<file path="src/rtl/uart_pkg.sv">
// Types and constants shared by the UART transmit path.
package uart_pkg;

  typedef enum logic [1:0] {
    ARB_IDLE,
    ARB_LAUNCH,
    ARB_WAIT_BUSY,
    ARB_WAIT_DONE
  } arb_state_t;

  localparam logic PAR_EVEN = 1'b0;
  localparam logic PAR_ODD  = 1'b1;

endpackage

</file>
<file path="src/rtl/rr_picker.sv">
// Combinational round-robin picker: first set request at or above rr_ptr, wrapping.
module rr_picker
  import uart_pkg::*;
#(
  parameter  int NUM_REQ = 4,
  localparam int ID_W    = $clog2(NUM_REQ)
) (
  input  logic [NUM_REQ-1:0] req,
  input  logic [ID_W-1:0]    rr_ptr,
  output logic [NUM_REQ-1:0] gnt,
  output logic [ID_W-1:0]    gnt_id
);

  always_comb begin
    int idx;
    logic [ID_W-1:0] sel;
    logic found;
    gnt    = '0;
    gnt_id = '0;
    found  = 1'b0;
    idx    = 0;
    sel    = '0;
    for (int k = 0; k < NUM_REQ; k++) begin
      idx = int'(rr_ptr) + k;
      if (idx >= NUM_REQ) idx = idx - NUM_REQ;
      sel = ID_W'(idx);
      if (!found && req[sel]) begin
        found    = 1'b1;
        gnt[sel] = 1'b1;
        gnt_id   = sel;
      end
    end
  end

endmodule

</file>
<file path="src/rtl/uart_tx_arbiter.sv">
// Round-robin scheduler sharing one UART transmitter among NUM_REQ byte producers,
// with a watchdog that drops a launch the transmitter never acknowledges.
module uart_tx_arbiter
  import uart_pkg::*;
#(
  parameter  int NUM_REQ      = 4,
  parameter  int DATA_WIDTH   = 8,
  parameter  int BUSY_TIMEOUT = 4,
  localparam int ID_W         = $clog2(NUM_REQ)
) (
  input  logic                          CLK,
  input  logic                          RST,
  input  logic [NUM_REQ-1:0]            req_valid,
  input  logic [NUM_REQ*DATA_WIDTH-1:0] req_data,
  input  logic [NUM_REQ-1:0]            req_par_en,
  input  logic [NUM_REQ-1:0]            req_par_typ,
  output logic [NUM_REQ-1:0]            req_ready,
  output logic                          tx_data_valid,
  output logic [DATA_WIDTH-1:0]         tx_p_data,
  output logic                          tx_par_en,
  output logic                          tx_par_typ,
  input  logic                          tx_busy,
  output logic [ID_W-1:0]               grant_id,
  output logic                          timeout_err
);

  // state         | meaning
  // ARB_IDLE      | offer req_ready to the round-robin winner
  // ARB_LAUNCH    | tx_data_valid pulse, watchdog loaded
  // ARB_WAIT_BUSY | wait for tx_busy to rise, watchdog counting down
  // ARB_WAIT_DONE | frame on the wire, wait for tx_busy to fall

  arb_state_t         state;
  logic [ID_W-1:0]    rr_ptr;
  logic [7:0]         wdog;
  logic               ready_en;
  logic [NUM_REQ-1:0] gnt;
  logic [ID_W-1:0]    gnt_id;
  logic               xfer;

  rr_picker #(.NUM_REQ(NUM_REQ)) u_picker (
    .req    (req_valid),
    .rr_ptr (rr_ptr),
    .gnt    (gnt),
    .gnt_id (gnt_id)
  );

  // ready_en keeps req_ready low while reset is held and for the cycle it releases
  assign req_ready = (ready_en && state == ARB_IDLE && !tx_busy) ? gnt : '0;
  assign xfer      = |(req_valid & req_ready);

  always_ff @(posedge CLK or posedge RST) begin
    if (RST) begin
      state         <= ARB_IDLE;
      rr_ptr        <= '0;
      wdog          <= '0;
      ready_en      <= 1'b0;
      tx_data_valid <= 1'b0;
      tx_p_data     <= '0;
      tx_par_en     <= 1'b0;
      tx_par_typ    <= PAR_EVEN;
      grant_id      <= '0;
      timeout_err   <= 1'b0;
    end else begin
      ready_en      <= 1'b1;
      tx_data_valid <= 1'b0;
      timeout_err   <= 1'b0;
      case (state)
        ARB_IDLE: begin
          if (xfer) begin
            tx_p_data     <= req_data[int'(gnt_id)*DATA_WIDTH +: DATA_WIDTH];
            tx_par_en     <= req_par_en[gnt_id];
            tx_par_typ    <= req_par_typ[gnt_id];
            grant_id      <= gnt_id;
            rr_ptr        <= (gnt_id == ID_W'(NUM_REQ-1)) ? '0 : gnt_id + ID_W'(1);
            tx_data_valid <= 1'b1;
            state         <= ARB_LAUNCH;
          end
        end
        ARB_LAUNCH: begin
          wdog  <= 8'(BUSY_TIMEOUT);
          state <= ARB_WAIT_BUSY;
        end
        ARB_WAIT_BUSY: begin
          if (tx_busy) begin
            state <= ARB_WAIT_DONE;
          end else begin
            // terminal count: the byte is dropped, rr_ptr stays advanced
            wdog <= wdog - 8'd1;
            if (wdog == 8'd1) begin
              timeout_err <= 1'b1;
              state       <= ARB_IDLE;
            end
          end
        end
        ARB_WAIT_DONE: begin
          if (!tx_busy) state <= ARB_IDLE;
        end
        default: state <= ARB_IDLE;
      endcase
    end
  end

endmodule

</file>
<file path="config.mk">
export PLATFORM = sky130hd
export DESIGN_NAME = uart_tx_arbiter
export DESIGN_NICKNAME = d
export VERILOG_FILES = /design/src/rtl/uart_pkg.sv /design/src/rtl/rr_picker.sv /design/src/rtl/uart_tx_arbiter.sv
export SDC_FILE = /design/constraint.sdc
export NUM_CORES = 1
export LEC_CHECK = 0
export ABC_AREA = 1
export BUFFER_PORTS_ARGS = -buffer_cell sky130_fd_sc_hd__buf_2
export CAP_MARGIN = 20
export CORE_MARGIN = 1
export CORE_UTILIZATION = 45
export CTS_CLUSTER_SIZE = 30
export DETAILED_ROUTE_END_ITERATION = 8
export GPL_TIMING_DRIVEN = 0
export PLACE_DENSITY = 0.8
export SETUP_SLACK_MARGIN = 0.5
export SLEW_MARGIN = 20
export SYNTH_ARGS = -nofsm -noshare
export SYNTH_HDL_FRONTEND = slang
export SYNTH_SLANG_ARGS = --single-unit
</file>
<file path="constraint.sdc">
create_clock -name CLK -period 2.6 [get_ports CLK]
set_input_delay 0.39 -clock CLK [delete_from_list [all_inputs] [get_ports CLK]]
set_output_delay 0.39 -clock CLK [all_outputs]
set_load 0.01 [all_outputs]
</file>
==> results.md <==
- Worst-path fanout max: 8
- Pwr Density: roughly 1300 mW/mm^2
- Number of antenna violations at the first check in global routing: 0
- Share of cells above drive strength 1: 42.6%
- Startpoint class of the critical path: flip-flop
- Tot Pwr: 3.86 mW
- Met3 Wirelength: approximately 390 microns
- Post-route setup slack: approximately 220 ps
- Post-Route Skew: roughly 3.6 ps
- Critical Path, Cell by Cell: buf_8 -> inv_12 -> ha_4 -> inv_4 -> nand3_2 -> nand2_2 -> nor2_4 -> buf_6 -> nand3_2 -> nand3_2 -> nand2_1 -> inv_1 -> buf_2
- HPWL after detailed placement: 4.04 mm
- Longest Clk Path Bufs: 2
- Share of the synthesized area in the top cell type: a little under a third
- Dpl cells: slightly above 400
- End-of-flow core utilization: approximately two thirds
- Final-layout setup total negative slack: 0 ps
- Routed via count: 2,313
- Total leakage power: around 1.6 nW
- Type of element capturing the critical path: output port
- Final critical path time including I/O delays and setup: around 2400 ps
- Peak per-stage delay on the critical path: ~400 ps
- Per-instance average area after synthesis: roughly 7 sq um
- Net count after synthesis: about 360
- Root buffer cell: sky130_fd_sc_hd__clkbuf_8
- Slew @ Worst Pin: approximately 560 ps
- Site Rows: 24
- Max frequency: approximately 420 MHz
- Req. time, crit path: approximately 2200 ps
- Library cell with the largest summed area after synthesis: sky130_fd_sc_hd__dfrtp_1
- Tightest slew margin relative to the limit: 62.6%
- Chip Height: ~71 microns
- Critical Path Most Common Cell: sky130_fd_sc_hd__nand3_2
- Maxcap violations: 0
- Clock transition at the register clock pins on the worst setup and hold paths after CTS: about 90 ps
- TritonCTS Sinks: 27
- Max Slew Vio Count: 0
- Via count of the first global-routing pass: approximately 2,200
- Final setup violation count: 0
- Top layer used by detailed routing: met4
- Maximum number of pins on one net before global-route repair: 28
- DRC violation count after routing: 2
- Hold Slack: 27.4 ps
- Final design instance area without fill: 0.00299 sq mm
- Detailed-route wire length per cell: roughly 14 microns
- Routability cong.: between 0.8 and 0.9
- Count of yosys warnings during synthesis: 0
- Violations in the final reports: design-rule violations
- Hold/Removal Path Class: input pin to asynchronous set/reset pin
- Summed instance area of the synthesized netlist: roughly 0.0021 sq mm
- Post-synthesis register bit count: 27
- Unrepaired setup endpoints after global routing: true
- Initial drt markers: 79
- Syn Inst Count: between 200 and 300
- Leading cell types in the layout, fill and taps excluded: sky130_fd_sc_hd__nand2_1 (79), sky130_fd_sc_hd__buf_2 (64), sky130_fd_sc_hd__nand3_1 (52), sky130_fd_sc_hd__nand3_2 (26), sky130_fd_sc_hd__dfrtp_1 (24)
- Maximum resistive drop on vdd: roughly 0.92 mV
- Inserted Clock Buffers: 3
- Clock insertion delay at the later pin of the skew report: roughly 270 ps
- Gr ovfl total: 0
- Fin. Hold Viols: 0
- Type of the worst setup path: flip-flop to output port
- Largest cells by area after synthesis: sky130_fd_sc_hd__dfrtp_1 (32%), sky130_fd_sc_hd__nand3_1 (17%), sky130_fd_sc_hd__nand2_1 (15%)
- Met2 wire length: 2.87 mm
- Status: finished with violations
- Starting density of the core: around 48%
- Via density: about 5.2
- Depth of the worst register-to-register path: 18
- Number of distinct library cell variants in the gate-level netlist after synthesis: 32
- Area growth syn-to-layout: 40.9%
- Endpoint of the lowest-slack register-to-register path: tx_p_data[5]
- Wire length on met1: 2.57 mm
- Number of detailed-route iterations in the first pass: 6
- Post-Layout Cell Count: 442
- Slowest library cell on the worst path: sky130_fd_sc_hd__dfrtp_2
- Final cycle utilization of the critical path: 91.6%
- Hold-fix buffers at CTS: 0
- Number of filler instances in the final layout: 369
- Count of antenna-violating nets left after detailed routing: 0
- CTS tree: yes
- Number of diodes added for antenna fixing: 0
- Worst slack at placement: approximately 220 ps
- Leading cell type in the layout, fill and taps excluded: sky130_fd_sc_hd__nand2_1
- Combined global-route utilization of all metal layers: between 20 and 30%
- Final Routed Wirelength: around 6 mm
- Share of the yosys chip area belonging to registers: a little under a third
- First-pass GRT wire length: around 10 mm
- Std-Cell Core Area: between 0.004 and 0.005 sq mm
- Area after detailed placement: approximately 0.0026 sq mm
- Worst reg-to-reg setup slack: 270 ps
- H-tree levels: 1
- Die area: 0.00499 sq mm
- Number of nets in the layout: about 450
- Worst EP arrival: a little under 2000 ps
- Quantity of I/O buffers inserted on ports: 64
- IO Count: 65
- Floorplan die width: just over 70 microns
[power by group]
part,internal [mW],leakage [nW],switching [mW]
clock,0.110,0.0228,0.131
combinational,1.23,1.25,1.71
sequential,0.578,0.342,0.102
total,1.92,1.61,1.95
[synth_stat cells]
| cell type | instances |
|---|---|
| sky130_fd_sc_hd__buf_2 | 5 |
| sky130_fd_sc_hd__nor2_8 | 1 |
| sky130_fd_sc_hd__nand4_1 | 2 |
| sky130_fd_sc_hd__nand2_4 | 2 |
| sky130_fd_sc_hd__nand3_2 | 9 |
| sky130_fd_sc_hd__nand2_2 | 7 |
| sky130_fd_sc_hd__dfrtp_1 | 27 |
| sky130_fd_sc_hd__or2_1 | 2 |
| sky130_fd_sc_hd__inv_2 | 7 |
| sky130_fd_sc_hd__inv_6 | 1 |
| sky130_fd_sc_hd__o22ai_1 | 1 |
| sky130_fd_sc_hd__nor2_2 | 3 |
| sky130_fd_sc_hd__o21ai_2 | 2 |
| sky130_fd_sc_hd__o21ai_1 | 3 |
| sky130_fd_sc_hd__inv_4 | 1 |
| sky130_fd_sc_hd__xor2_1 | 2 |
| sky130_fd_sc_hd__buf_4 | 3 |
| sky130_fd_sc_hd__nor2_4 | 1 |
| sky130_fd_sc_hd__buf_8 | 1 |
| sky130_fd_sc_hd__nor3b_2 | 1 |
| sky130_fd_sc_hd__ha_1 | 9 |
| sky130_fd_sc_hd__conb_1 | 1 |
| sky130_fd_sc_hd__nand2_1 | 84 |
| sky130_fd_sc_hd__buf_6 | 2 |
| sky130_fd_sc_hd__a21oi_1 | 9 |
| sky130_fd_sc_hd__o21ai_0 | 5 |
| sky130_fd_sc_hd__inv_1 | 23 |
| sky130_fd_sc_hd__o211ai_1 | 1 |
| sky130_fd_sc_hd__nor2_1 | 8 |
| sky130_fd_sc_hd__nand3_1 | 70 |
| sky130_fd_sc_hd__nor3_1 | 2 |
| sky130_fd_sc_hd__a21boi_0 | 4 |
[layout make-up]
| cell class | instances | area (sq um) | share of cell area (%) |
|---|---|---|---|
| multi-input combinational | 229 | 1400 | 46.9 |
| sequential | 27 | 679 | 22.8 |
| timing repair buffer | 86 | 524 | 17.6 |
| inverter | 32 | 140 | 4.69 |
| buffer | 11 | 124 | 4.15 |
| tap | 52 | 65.1 | 2.18 |
| clock buffer | 4 | 45.0 | 1.51 |
| timing repair inverter | 1 | 8.76 | 0.293 |
[per-layer routing]
metal  vias to the layer above  GRT usage [%]
li1                       1160              -
met1                      1057           31.8
met2                        79           42.0
met3                        17           5.98
met4                         0           9.33
met5                         -              0
[sequential cells by signal (all words and copies together) (netlist names), named ones only]
signal / flops
grant_id: 2
ready_en: 1
rr_ptr: 1
state: 2
timeout_err: 1
tx_data_valid: 1
tx_p_data: 8
tx_par_en: 1
tx_par_typ: 1
wdog: 8
[cells by family after synthesis]
| logic type | synth area share, % |
|---|---|
| AND/OR/NAND/NOR | 44.8 |
| buffers and inverters | 10.0 |
| adder cells (fa/ha/maj) | 5.32 |
| other | 0.177 |
| XOR/XNOR | 0.827 |
| flip-flops | 31.9 |
| AO/OA/AOI/OAI | 6.91 |
[worst max-delay path by stage]
stage / end / depth (start not counted) / slack, ps / startpoint
after floorplan: tx_p_data[0] / 16 / 500 / flip-flop
after global placement: tx_p_data[1] / 16 / 300 / rr_ptr[1]
after detailed placement: tx_par_typ / 16 / 220 / rr_ptr[1]
after CTS: req_ready[1] / 13 / 240 / flip-flop
after global routing: req_ready[2] / 13 / 100 / flip-flop
final: req_ready[1] / 13 / 220 / flip-flop
[what timing repair did]
| item | in CTS | in global routing |
|---|---|---|
| resized for setup | 28 | 12 |
| pin swaps | 7 | 0 |
| buffers inserted | 16 | 2 |
| setup endpoints to repair | 20 | 21 |
| gates cloned | 3 | 1 |
[worst max-delay path: cells and delay by family (launching register included)]
| kind | cells | cell delay, ps |
|---|---|---|
| fa+ha+maj | 1 | 290 |
| flops | 1 | 400 |
| buf+inv | 6 | 570 |
| simple gates | 6 | 470 |
Power figures use the tool's default switching activity.
